===== src/rtl/sys_ctrl_alu_sequencer.sv =====
// Command-frame sequencer: UART RX bytes -> RF write/read and ALU ops,
// results streamed to the TX FIFO.
//
// Ports:
//   CLK, RST                  clock, async active-low reset
//   RX_P_DATA, RX_D_VLD       parsed RX byte and its strobe
//   ALU_OUT, ALU_OUT_VLD      registered ALU result and valid
//   RF_RD_DATA, RF_RD_DATA_VLD register-file read data and valid
//   FIFO_FULL                 TX FIFO full
//   ALU_EN, ALU_FUN           ALU enable pulse and held function code
//   CLK_GATE_EN               ALU clock-gate enable
//   RF_ADDR, RF_WR_EN,
//   RF_RD_EN, RF_WR_DATA      register-file access
//   TX_P_DATA, TX_D_VLD       TX FIFO write byte and strobe
module sys_ctrl_alu_sequencer #(
  parameter int DATA_WIDTH = 8,
  parameter int ADDR_WIDTH = 4,
  parameter int FUN_WIDTH  = 4
) (
  input  logic                    CLK,
  input  logic                    RST,
  input  logic [DATA_WIDTH-1:0]   RX_P_DATA,
  input  logic                    RX_D_VLD,
  input  logic [2*DATA_WIDTH-1:0] ALU_OUT,
  input  logic                    ALU_OUT_VLD,
  input  logic [DATA_WIDTH-1:0]   RF_RD_DATA,
  input  logic                    RF_RD_DATA_VLD,
  input  logic                    FIFO_FULL,
  output logic                    ALU_EN,
  output logic [FUN_WIDTH-1:0]    ALU_FUN,
  output logic                    CLK_GATE_EN,
  output logic [ADDR_WIDTH-1:0]   RF_ADDR,
  output logic                    RF_WR_EN,
  output logic                    RF_RD_EN,
  output logic [DATA_WIDTH-1:0]   RF_WR_DATA,
  output logic [DATA_WIDTH-1:0]   TX_P_DATA,
  output logic                    TX_D_VLD
);

  localparam logic [DATA_WIDTH-1:0] CMD_WR  = DATA_WIDTH'(8'hAA);
  localparam logic [DATA_WIDTH-1:0] CMD_RD  = DATA_WIDTH'(8'hBB);
  localparam logic [DATA_WIDTH-1:0] CMD_ALU = DATA_WIDTH'(8'hCC);
  localparam logic [DATA_WIDTH-1:0] CMD_FUN = DATA_WIDTH'(8'hDD);

  typedef enum logic [3:0] {
    IDLE,
    WR_ADDR,
    WR_DATA,
    RD_ADDR,
    RD_WAIT,
    OP_A,
    OP_B,
    FUN,
    ALU_EXEC,
    ALU_WAIT,
    TX_LSB,
    TX_MSB,
    TX_RD
  } state_t;

  state_t state, state_nx;

  logic [ADDR_WIDTH-1:0]   addr_q, addr_nx;
  logic [2*DATA_WIDTH-1:0] res_q, res_nx;
  logic [DATA_WIDTH-1:0]   rd_q, rd_nx;
  logic [FUN_WIDTH-1:0]    fun_nx;
  logic [ADDR_WIDTH-1:0]   rf_addr_nx;
  logic [DATA_WIDTH-1:0]   wdat_nx;
  logic [DATA_WIDTH-1:0]   txd_nx;
  logic                    wr_nx;
  logic                    rd_en_nx;
  logic                    tx_nx;
  logic                    alu_en_nx;
  logic                    gate_nx;

  always_comb begin
    state_nx   = state;
    addr_nx    = addr_q;
    res_nx     = res_q;
    rd_nx      = rd_q;
    fun_nx     = ALU_FUN;
    rf_addr_nx = RF_ADDR;
    wdat_nx    = RF_WR_DATA;
    txd_nx     = TX_P_DATA;
    wr_nx      = 1'b0;
    rd_en_nx   = 1'b0;
    tx_nx      = 1'b0;
    unique case (state)
      IDLE: begin
        if (RX_D_VLD) begin
          unique case (1'b1)
            (RX_P_DATA == CMD_WR):  state_nx = WR_ADDR;
            (RX_P_DATA == CMD_RD):  state_nx = RD_ADDR;
            (RX_P_DATA == CMD_ALU): state_nx = OP_A;
            (RX_P_DATA == CMD_FUN): state_nx = FUN;
            default:                state_nx = IDLE;
          endcase
        end
      end
      WR_ADDR: begin
        if (RX_D_VLD) begin
          addr_nx  = RX_P_DATA[ADDR_WIDTH-1:0];
          state_nx = WR_DATA;
        end
      end
      WR_DATA: begin
        if (RX_D_VLD) begin
          wr_nx      = 1'b1;
          rf_addr_nx = addr_q;
          wdat_nx    = RX_P_DATA;
          state_nx   = IDLE;
        end
      end
      RD_ADDR: begin
        if (RX_D_VLD) begin
          rd_en_nx   = 1'b1;
          addr_nx    = RX_P_DATA[ADDR_WIDTH-1:0];
          rf_addr_nx = RX_P_DATA[ADDR_WIDTH-1:0];
          state_nx   = RD_WAIT;
        end
      end
      RD_WAIT: begin
        if (RF_RD_DATA_VLD) begin
          rd_nx    = RF_RD_DATA;
          state_nx = TX_RD;
        end
      end
      OP_A: begin
        if (RX_D_VLD) begin
          wr_nx      = 1'b1;
          rf_addr_nx = ADDR_WIDTH'(0);
          wdat_nx    = RX_P_DATA;
          state_nx   = OP_B;
        end
      end
      OP_B: begin
        if (RX_D_VLD) begin
          wr_nx      = 1'b1;
          rf_addr_nx = ADDR_WIDTH'(1);
          wdat_nx    = RX_P_DATA;
          state_nx   = FUN;
        end
      end
      FUN: begin
        if (RX_D_VLD) begin
          fun_nx   = RX_P_DATA[FUN_WIDTH-1:0];
          state_nx = ALU_EXEC;
        end
      end
      ALU_EXEC: state_nx = ALU_WAIT;
      ALU_WAIT: begin
        if (ALU_OUT_VLD) begin
          res_nx   = ALU_OUT;
          state_nx = TX_LSB;
        end
      end
      TX_LSB: begin
        if (!FIFO_FULL) begin
          tx_nx    = 1'b1;
          txd_nx   = res_q[DATA_WIDTH-1:0];
          state_nx = TX_MSB;
        end
      end
      TX_MSB: begin
        if (!FIFO_FULL) begin
          tx_nx    = 1'b1;
          txd_nx   = res_q[2*DATA_WIDTH-1:DATA_WIDTH];
          state_nx = IDLE;
        end
      end
      TX_RD: begin
        if (!FIFO_FULL) begin
          tx_nx    = 1'b1;
          txd_nx   = rd_q;
          state_nx = IDLE;
        end
      end
      default: state_nx = IDLE;
    endcase
  end

  // Enable and gate are registered from the next state so they are
  // high exactly while the FSM sits in the matching states.
  always_comb begin
    alu_en_nx = (state_nx == ALU_EXEC);
    gate_nx   = (state_nx == FUN) ||
                (state_nx == ALU_EXEC) ||
                (state_nx == ALU_WAIT);
  end

  always_ff @(posedge CLK or negedge RST) begin
    if (!RST) begin
      state       <= IDLE;
      addr_q      <= '0;
      res_q       <= '0;
      rd_q        <= '0;
      ALU_EN      <= 1'b0;
      ALU_FUN     <= '0;
      CLK_GATE_EN <= 1'b0;
      RF_ADDR     <= '0;
      RF_WR_EN    <= 1'b0;
      RF_RD_EN    <= 1'b0;
      RF_WR_DATA  <= '0;
      TX_P_DATA   <= '0;
      TX_D_VLD    <= 1'b0;
    end else begin
      state       <= state_nx;
      addr_q      <= addr_nx;
      res_q       <= res_nx;
      rd_q        <= rd_nx;
      ALU_EN      <= alu_en_nx;
      ALU_FUN     <= fun_nx;
      CLK_GATE_EN <= gate_nx;
      RF_ADDR     <= rf_addr_nx;
      RF_WR_EN    <= wr_nx;
      RF_RD_EN    <= rd_en_nx;
      RF_WR_DATA  <= wdat_nx;
      TX_P_DATA   <= txd_nx;
      TX_D_VLD    <= tx_nx;
    end
  end

endmodule


===== config.mk =====
export PLATFORM = sky130hd
export DESIGN_NAME = sys_ctrl_alu_sequencer
export DESIGN_NICKNAME = d
export VERILOG_FILES = /design/src/rtl/sys_ctrl_alu_sequencer.sv
export SDC_FILE = /design/constraint.sdc
export NUM_CORES = 1
export LEC_CHECK = 0
export BUFFER_PORTS_ARGS = -buffer_cell sky130_fd_sc_hd__buf_2
export CELL_PAD_IN_SITES_DETAIL_PLACEMENT = 0
export CELL_PAD_IN_SITES_GLOBAL_PLACEMENT = 1
export CORE_MARGIN = 2
export CORE_UTILIZATION = 45
export DETAILED_ROUTE_END_ITERATION = 8
export GPL_TIMING_DRIVEN = 0
export PLACE_DENSITY_LB_ADDON = 0.1
export SLEW_MARGIN = 20
export SYNTH_ARGS = -nofsm -noshare
export SYNTH_HDL_FRONTEND = slang
export SYNTH_SLANG_ARGS = --single-unit

===== constraint.sdc =====
create_clock -name CLK -period 2.8 [get_ports CLK]
set_input_delay 0.42 -clock CLK [delete_from_list [all_inputs] [get_ports CLK]]
set_output_delay 0.42 -clock CLK [all_outputs]
set_load 0.02 [all_outputs]

==> impl_metrics.json, run 1 <==
{
  "power_switching_mw": 1.43,
  "n_antenna_cell": 0,
  "crit_chain": "nand2b_2, nor3_4, buf_4, mux2_1",
  "hold_class": "input port to async pin",
  "via_count": 2110,
  "row_count": 28,
  "rsz0062_at_grt": "false",
  "p_int_mw": 2.40,
  "start_util_pct": 46.8,
  "max_freq_ghz": 0.555,
  "setup_viol": 0,
  "p_leak_nw": 1.66,
  "holdBufCountCts": 0,
  "cp-end-kind": "flop",
  "nets": 354,
  "cts_resized": 0,
  "fp.dieH_um": 82.7,
  "yosysWarnings": 0,
  "post-place-ws_ns": 0.992,
  "power.clock.fraction_pct": 21.0,
  "arrival_ns": 2.02,
  "ys_top_cells_by_count": "61 x dfrtp_1, 26 x mux2_2, 23 x nand2_1",
  "dieWidth_um": 82.7,
  "drc": 0,
  "worstPathRequired_ns": 3.02,
  "tightest_slew_ns": 0.766,
  "clkTransAtPathRegs_ns": 0.07,
  "cp_num_cells": 4,
  "port-buffer-count": 65,
  "overflow": 0,
  "timing.rr.end": "res_q[9]$_DFFE_PN0P_",
  "ys_seq_elements": 61,
  "antenna_found_initial": 0,
  "reg2reg_depth": 4,
  "routed_via_density": 5.33,
  "ant_nets": 0,
  "syn_to_final_growth_pct": 22.7,
  "first_iter_violations": 102,
  "cts_tree": "built",
  "syn_area_per_cell_um2": 11.6,
  "async_flop_share_pct": 100,
  "grt_pass1_wl_um": 9870,
  "critPathBufInv": 1,
  "core_um2": 5960,
  "status": "finished clean",
  "tns_ns": 0,
  "cp_slowest_cell": "dfrtp_1",
  "critPathLaunch": "state[2]$_DFF_PN0_",
  "gp_congestion": 0.799,
  "synth_seq_area_share_pct": 54.8,
  "htreeDepth": 3,
  "drt-total-wl_um": 6040,
  "clock_latency_ns": 0.34,
  "worst-setup-path-type": "flop to flop",
  "ff2ff_setup_slack_ns": 1.0,
  "pin_count": 67,
  "hold_viol": 0,
  "report.final.slew_viol_count": 0,
  "yosysMostFrequentCell": "dfrtp_1",
  "synth_ff_type": "dfrtp_1",
  "endpoint": "res_q[9]$_DFFE_PN0P_",
  "pwr-share-seq_pct": 39.0,
  "synthCells": 240,
  "crit_path_max_fanout": 10,
  "crit_family": "simple AND/OR/NAND/NOR gates",
  "die_area_um2": 6840,
  "syn_nets": 278,
  "synthDistinctLibCells": 45,
  "clock-sinks": 61,
  "first_global_vias": 2035,
  "period_needed_ns": 1.80,
  "yosys.area.top_type": "dfrtp_1",
  "timing.rr.start": "state[2]$_DFF_PN0_",
  "pwr-share-comb_pct": 40.0,
  "p_per_area_nw_per_um2": 1120,
  "fin_ws_ns": 0.997,
  "drt_pass1_iterations": 4,
  "fin_skew_ns": 0.00945,
  "grtUsageTotal_pct": 19.9,
  "synthesis.area_um2": 2790,
  "grt_max_degree": 62,
  "netlist.area_leader.share_pct": 54.8,
  "synth_area_leaders": "dfrtp_1 55%, mux2_2 11%, mux2_1 4.0%",
  "ir_drop_mv": 0.577,
  "cts_max_path_buffers": 2,
  "synth-edff-count": 0,
  "cap_violations": 0,
  "numCtsBuffers": 9,
  "slowest_delay_ns": 0.44,
  "swShare_pct": 37.4,
  "finalCritPeriodShare_pct": 64.4,
  "start_kind": "flop",
  "root_buffer": "clkbuf_8",
  "post-dp-hpwl_um": 4400,
  "max-slew-margin-rel_pct": 48.9,
  "cts_setup_buffers": 0,
  "finalPower_mw": 3.83,
  "drive_above_1_share_pct": 39.6,
  "wl_per_cell_um": 15.3
}
power by group through the flow:
stage	combinational, mW	clock (mW)	sequential (mW)
3_5_place_dp	1.55	0	1.51
6_report	1.53	0.806	1.49
3_3_place_gp	1.53	0	1.49
5_1_grt	1.71	0.866	1.55
4_1_cts	1.55	0.825	1.50
2_1_floorplan	0.917	0	1.68
layer usage:
layer,wire length (µm),global-route usage (%)
met3,409,6.09
met4,76,6.39
met1,2910,28.5
met2,2650,28.8
met5,0,0
state kept, by name (all words and copies together) (netlist names), 4 cells and up:
register and flops:
RF_WR_DATA 8, rd_q 8, state 4, res_q 16, ALU_FUN 4, TX_P_DATA 8
RF_ADDR 4, addr_q 4
through the flow:
step | hold WS, ns | cell area, µm² | util [%] | std cells
2_1_floorplan | 0.124 | 2790 | - | 240
3_3_place_gp | 0.457 | 3210 | 53.8 | 380
3_5_place_dp | 0.462 | 3210 | 53.9 | 380
4_1_cts | 0.187 | 3420 | 57.4 | 396
5_1_grt | 0.216 | 3420 | 57.4 | 396
6_report | 0.153 | 3420 | 57.4 | 396
area by class of cell:
class | instances | area [µm²]
clock inverter | 5 | 58.8
clock buffer | 11 | 151
inverter | 6 | 22.5
timing repair buffer | 65 | 328
tap | 75 | 93.8
fill | 550 | 2540
buffer | 9 | 65.1
multi-input combinational | 164 | 1170
sequential | 61 | 1530
cells in the final DEF (no fill, tap or decap), types with 2 or more instances in the layout:
master,count
clkinvlp_4,2
buf_4,4
nand3_1,4
o21ai_0,6
mux2_2,26
a21oi_1,20
a22oi_1,3
buf_6,2
clkbuf_8,11
dfrtp_1,61
nor4bb_1,2
mux2_1,10
nor2b_1,4
and3_1,2
a22o_1,8
nand2_1,23
inv_1,6
nand3b_1,2
o31ai_1,2
nor2_1,10
buf_2,68
o21ai_1,10
nand2b_2,2
nand2b_1,4
nand4_1,3
nor2_4,2
how the worst min path moves through the flow:
stage	start	endpoint	slack, ns	depth (start not counted)
after floorplan	RST	ALU_EN$_DFF_PN0_	0.12	0
after global placement	ALU_FUN[2]$_DFFE_PN0P_	ALU_FUN[2]$_DFFE_PN0P_	0.46	2
after detailed placement	ALU_FUN[2]$_DFFE_PN0P_	ALU_FUN[2]$_DFFE_PN0P_	0.46	2
after CTS	RST	TX_P_DATA[6]$_DFFE_PN0P_	0.19	1
after global routing	RST	TX_P_DATA[4]$_DFFE_PN0P_	0.22	1
final	RST	CLK_GATE_EN$_DFF_PN0_	0.15	1
cell families after synthesis:
kind of cell    share of synthesized area, %
simple gates                            13.6
flops                                   54.8
compound gates                          13.6
mux                                     14.5
buf+inv                                 3.14
xor+xnor                               0.314
No activity file was read; power rests on OpenSTA's default activity.
==> run 2: changes to the inputs <==
Settings changed: ABC_AREA from default to 1, CORE_UTILIZATION 45 to 39.
Clock period 2.8 ns to 1.83 ns, I/O delays scaled along.
==> run 2 against run 1 <==
  * The run now ends with negative hold slack left
  * Wire length increased by 12%
  * Final area increased by 2.2%
  * Critical path type unchanged
  * Clock power increased by 66%
  * Utilization decreased by 6.8 points
  * Largest cell class unchanged
==> impl_metrics.json, run 2 <==
{
  "timing.rr.end": "TX_P_DATA[4]$_DFFE_PN0P_",
  "grt_pass1_wl_um": 11000,
  "status": "finished, violations left",
  "wl_per_cell_um": 13.1,
  "drt-total-wl_um": 6740,
  "critPathBufInv": 3,
  "drc": 0,
  "gp_congestion": 0.861,
  "cts_max_path_buffers": 2,
  "fin_util_pct": 50.6,
  "cp-end-kind": "flop",
  "top_register": "res_q",
  "pwr-share-comb_pct": 38.5,
  "clock-sinks": 61,
  "power_switching_mw": 2.29,
  "cap_violations": 0,
  "grt_max_degree": 62,
  "crit_chain": "buf_6, nor2_2, nand2_1, nand2_4, inv_4, a21oi_4, buf_6, a21oi_1",
  "yosysMostFrequentCell": "nand2_1",
  "swShare_pct": 39.0,
  "ant_nets": 0,
  "max-slew-margin-rel_pct": 47.9,
  "power.clock.fraction_pct": 22.9,
  "rsz0062_at_grt": "false",
  "p_per_area_nw_per_um2": 1680,
  "numCtsBuffers": 9,
  "first_iter_violations": 145,
  "ff2ff_setup_slack_ns": 0.16,
  "post-dp-hpwl_um": 4960,
  "violations": "negative hold slack",
  "synth-edff-count": 0,
  "clock_latency_ns": 0.33,
  "n_antenna_cell": 0,
  "first_global_vias": 2224,
  "antenna_found_initial": 0,
  "arrival_ns": 1.88,
  "syn_nets": 374,
  "grtUsageTotal_pct": 18.6,
  "max_freq_ghz": 0.599,
  "clkTransAtPathRegs_ns": 0.07,
  "finalInstanceArea_um2": 3490,
  "synth_ff_type": "dfrtp_1",
  "holdWs_ns": -0.00475,
  "ys_top_cells_by_count": "111 x nand2_1, 61 x dfrtp_1, 33 x o21ai_0",
  "cts_resized": 0,
  "tns_ns": 0,
  "cp_slowest_cell": "dfrtp_1",
  "routed_via_density": 4.68,
  "synth_area_leaders": "dfrtp_1 54%, nand2_1 15%, o21ai_0 5.9%",
  "setup_viol": 0,
  "fin_skew_ns": 0.00787,
  "cts_tree": "built",
  "row_count": 30,
  "syn_area_per_cell_um2": 8.38,
  "slowest_delay_ns": 0.37,
  "tightest_slew_ns": 0.782,
  "cts_setup_buffers": 0,
  "ys_seq_elements": 61,
  "hold_viol": 4,
  "report.final.slew_viol_count": 0,
  "drive_above_1_share_pct": 27.3,
  "netlist.area_leader.share_pct": 54.2,
  "largest_reg_flops": 16,
  "root_buffer": "clkbuf_8",
  "via_count": 2405,
  "mostFrequentLayoutCells": "111 x nand2_1, 69 x buf_2, 61 x dfrtp_1",
  "synthCells": 336,
  "crit_path_max_fanout": 10,
  "die_area_um2": 7920,
  "start_kind": "flop",
  "fp.dieH_um": 89.0,
  "finalCritPeriodShare_pct": 91.2,
  "core_um2": 6910,
  "crit_family": "simple AND/OR/NAND/NOR gates",
  "final_common_cell": "nand2_1",
  "hold_class": "input port to async pin",
  "ir_drop_mv": 0.616,
  "reg2reg_depth": 8,
  "cpMostUsedCell": "buf_6",
  "pin_count": 67,
  "worstPathRequired_ns": 2.04,
  "start_util_pct": 40.8,
  "p_leak_nw": 1.89,
  "p_int_mw": 3.58,
  "yosysWarnings": 0,
  "async_flop_share_pct": 100,
  "dieWidth_um": 89.0,
  "synth_seq_area_share_pct": 54.2,
  "drt_pass1_iterations": 4,
  "pwr-share-seq_pct": 38.6,
  "holdBufCountCts": 0,
  "synthDistinctLibCells": 25,
  "nets": 451,
  "placed_cell_area_um2": 3270,
  "overflow": 0,
  "timing.rr.start": "state[0]$_DFF_PN0_",
  "port-buffer-count": 66,
  "syn_to_final_growth_pct": 24.0,
  "yosys.area.top_type": "dfrtp_1",
  "synthesis.area_um2": 2820,
  "htreeDepth": 3,
  "worst-setup-path-type": "flop to flop",
  "period_needed_ns": 1.67,
  "finalPower_mw": 5.87
}
run 2: metal layers:
layer  track usage, %  up-vias  part of all wire (%)
li1                 -     1220                     -
met1             30.1     1118                    52
met2             23.8       57                    41
met3             3.88       10                   5.6
met4             7.33        0                   1.7
met5                0        -                     0
run 2: cell families after synthesis:
family                 after synthesis  synth area share (%)
flip-flops                          61                  54.2
AO/OA/AOI/OAI                       59                  11.4
multiplexers                         8                  3.20
buffers and inverters               42                  6.57
AND/OR/NAND/NOR                    166                  24.7
run 2: area by class of cell:
| type | count | area, µm² |
|---|---|---|
| repair buffers | 66 | 333 |
| clock inverters | 6 | 86.3 |
| plain buffers | 7 | 50.0 |
| clock buffers | 10 | 138 |
| fillers | 746 | 3410 |
| multi-input cells | 233 | 1100 |
| well taps | 96 | 120 |
| inverters | 35 | 135 |
| flip-flops and latches | 61 | 1530 |
run 2: worst reg2reg max path, stage by stage (launching register included):
cell and delay (ns):
dfrtp_1 0.37, buf_6 0.14, nor2_2 0.20, nand2_1 0.16
nand2_4 0.11, inv_4 0.06, a21oi_4 0.25, buf_6 0.19
a21oi_1 0.07
run 2: power by group through the flow:
stage	Combinational (mW)	Clock, mW	Sequential, mW
5_1_grt	2.56	1.44	2.34
2_1_floorplan	1.29	0	2.57
3_5_place_dp	2.27	0	2.29
4_1_cts	2.28	1.38	2.27
6_report	2.26	1.34	2.26
3_3_place_gp	2.24	0	2.27
run 2: worst max path at each step:
| stage | startpoint | endpoint | slack [ns] | cells after the start |
|---|---|---|---|---|
| 6_report | state[0]$_DFF_PN0_ | TX_P_DATA[4]$_DFFE_PN0P_ | 0.16 | 8 |
| 5_1_grt | state[1]$_DFF_PN0_ | res_q[13]$_DFFE_PN0P_ | 0.02 | 8 |
| 4_1_cts | state[0]$_DFF_PN0_ | TX_P_DATA[6]$_DFFE_PN0P_ | 0.16 | 9 |
| 3_5_place_dp | state[0]$_DFF_PN0_ | TX_P_DATA[6]$_DFFE_PN0P_ | 0.17 | 9 |
| 3_3_place_gp | state[0]$_DFF_PN0_ | TX_P_DATA[1]$_DFFE_PN0P_ | 0.16 | 8 |
| 2_1_floorplan | state[0]$_DFF_PN0_ | TX_P_DATA[6]$_DFFE_PN0P_ | 0.38 | 9 |
run 2: metrics by stage:
| step | worst slack, ns | hold WS, ns | cells |
|---|---|---|---|
| 6_report | 0.160 | -0.00475 | 514 |
| 5_1_grt | 0.0205 | 0.0678 | 514 |
| 4_1_cts | 0.161 | 0.0403 | 514 |
| 3_5_place_dp | 0.171 | 0.410 | 498 |
| 3_3_place_gp | 0.159 | 0.462 | 498 |
| 2_1_floorplan | 0.383 | -0.0211 | 336 |
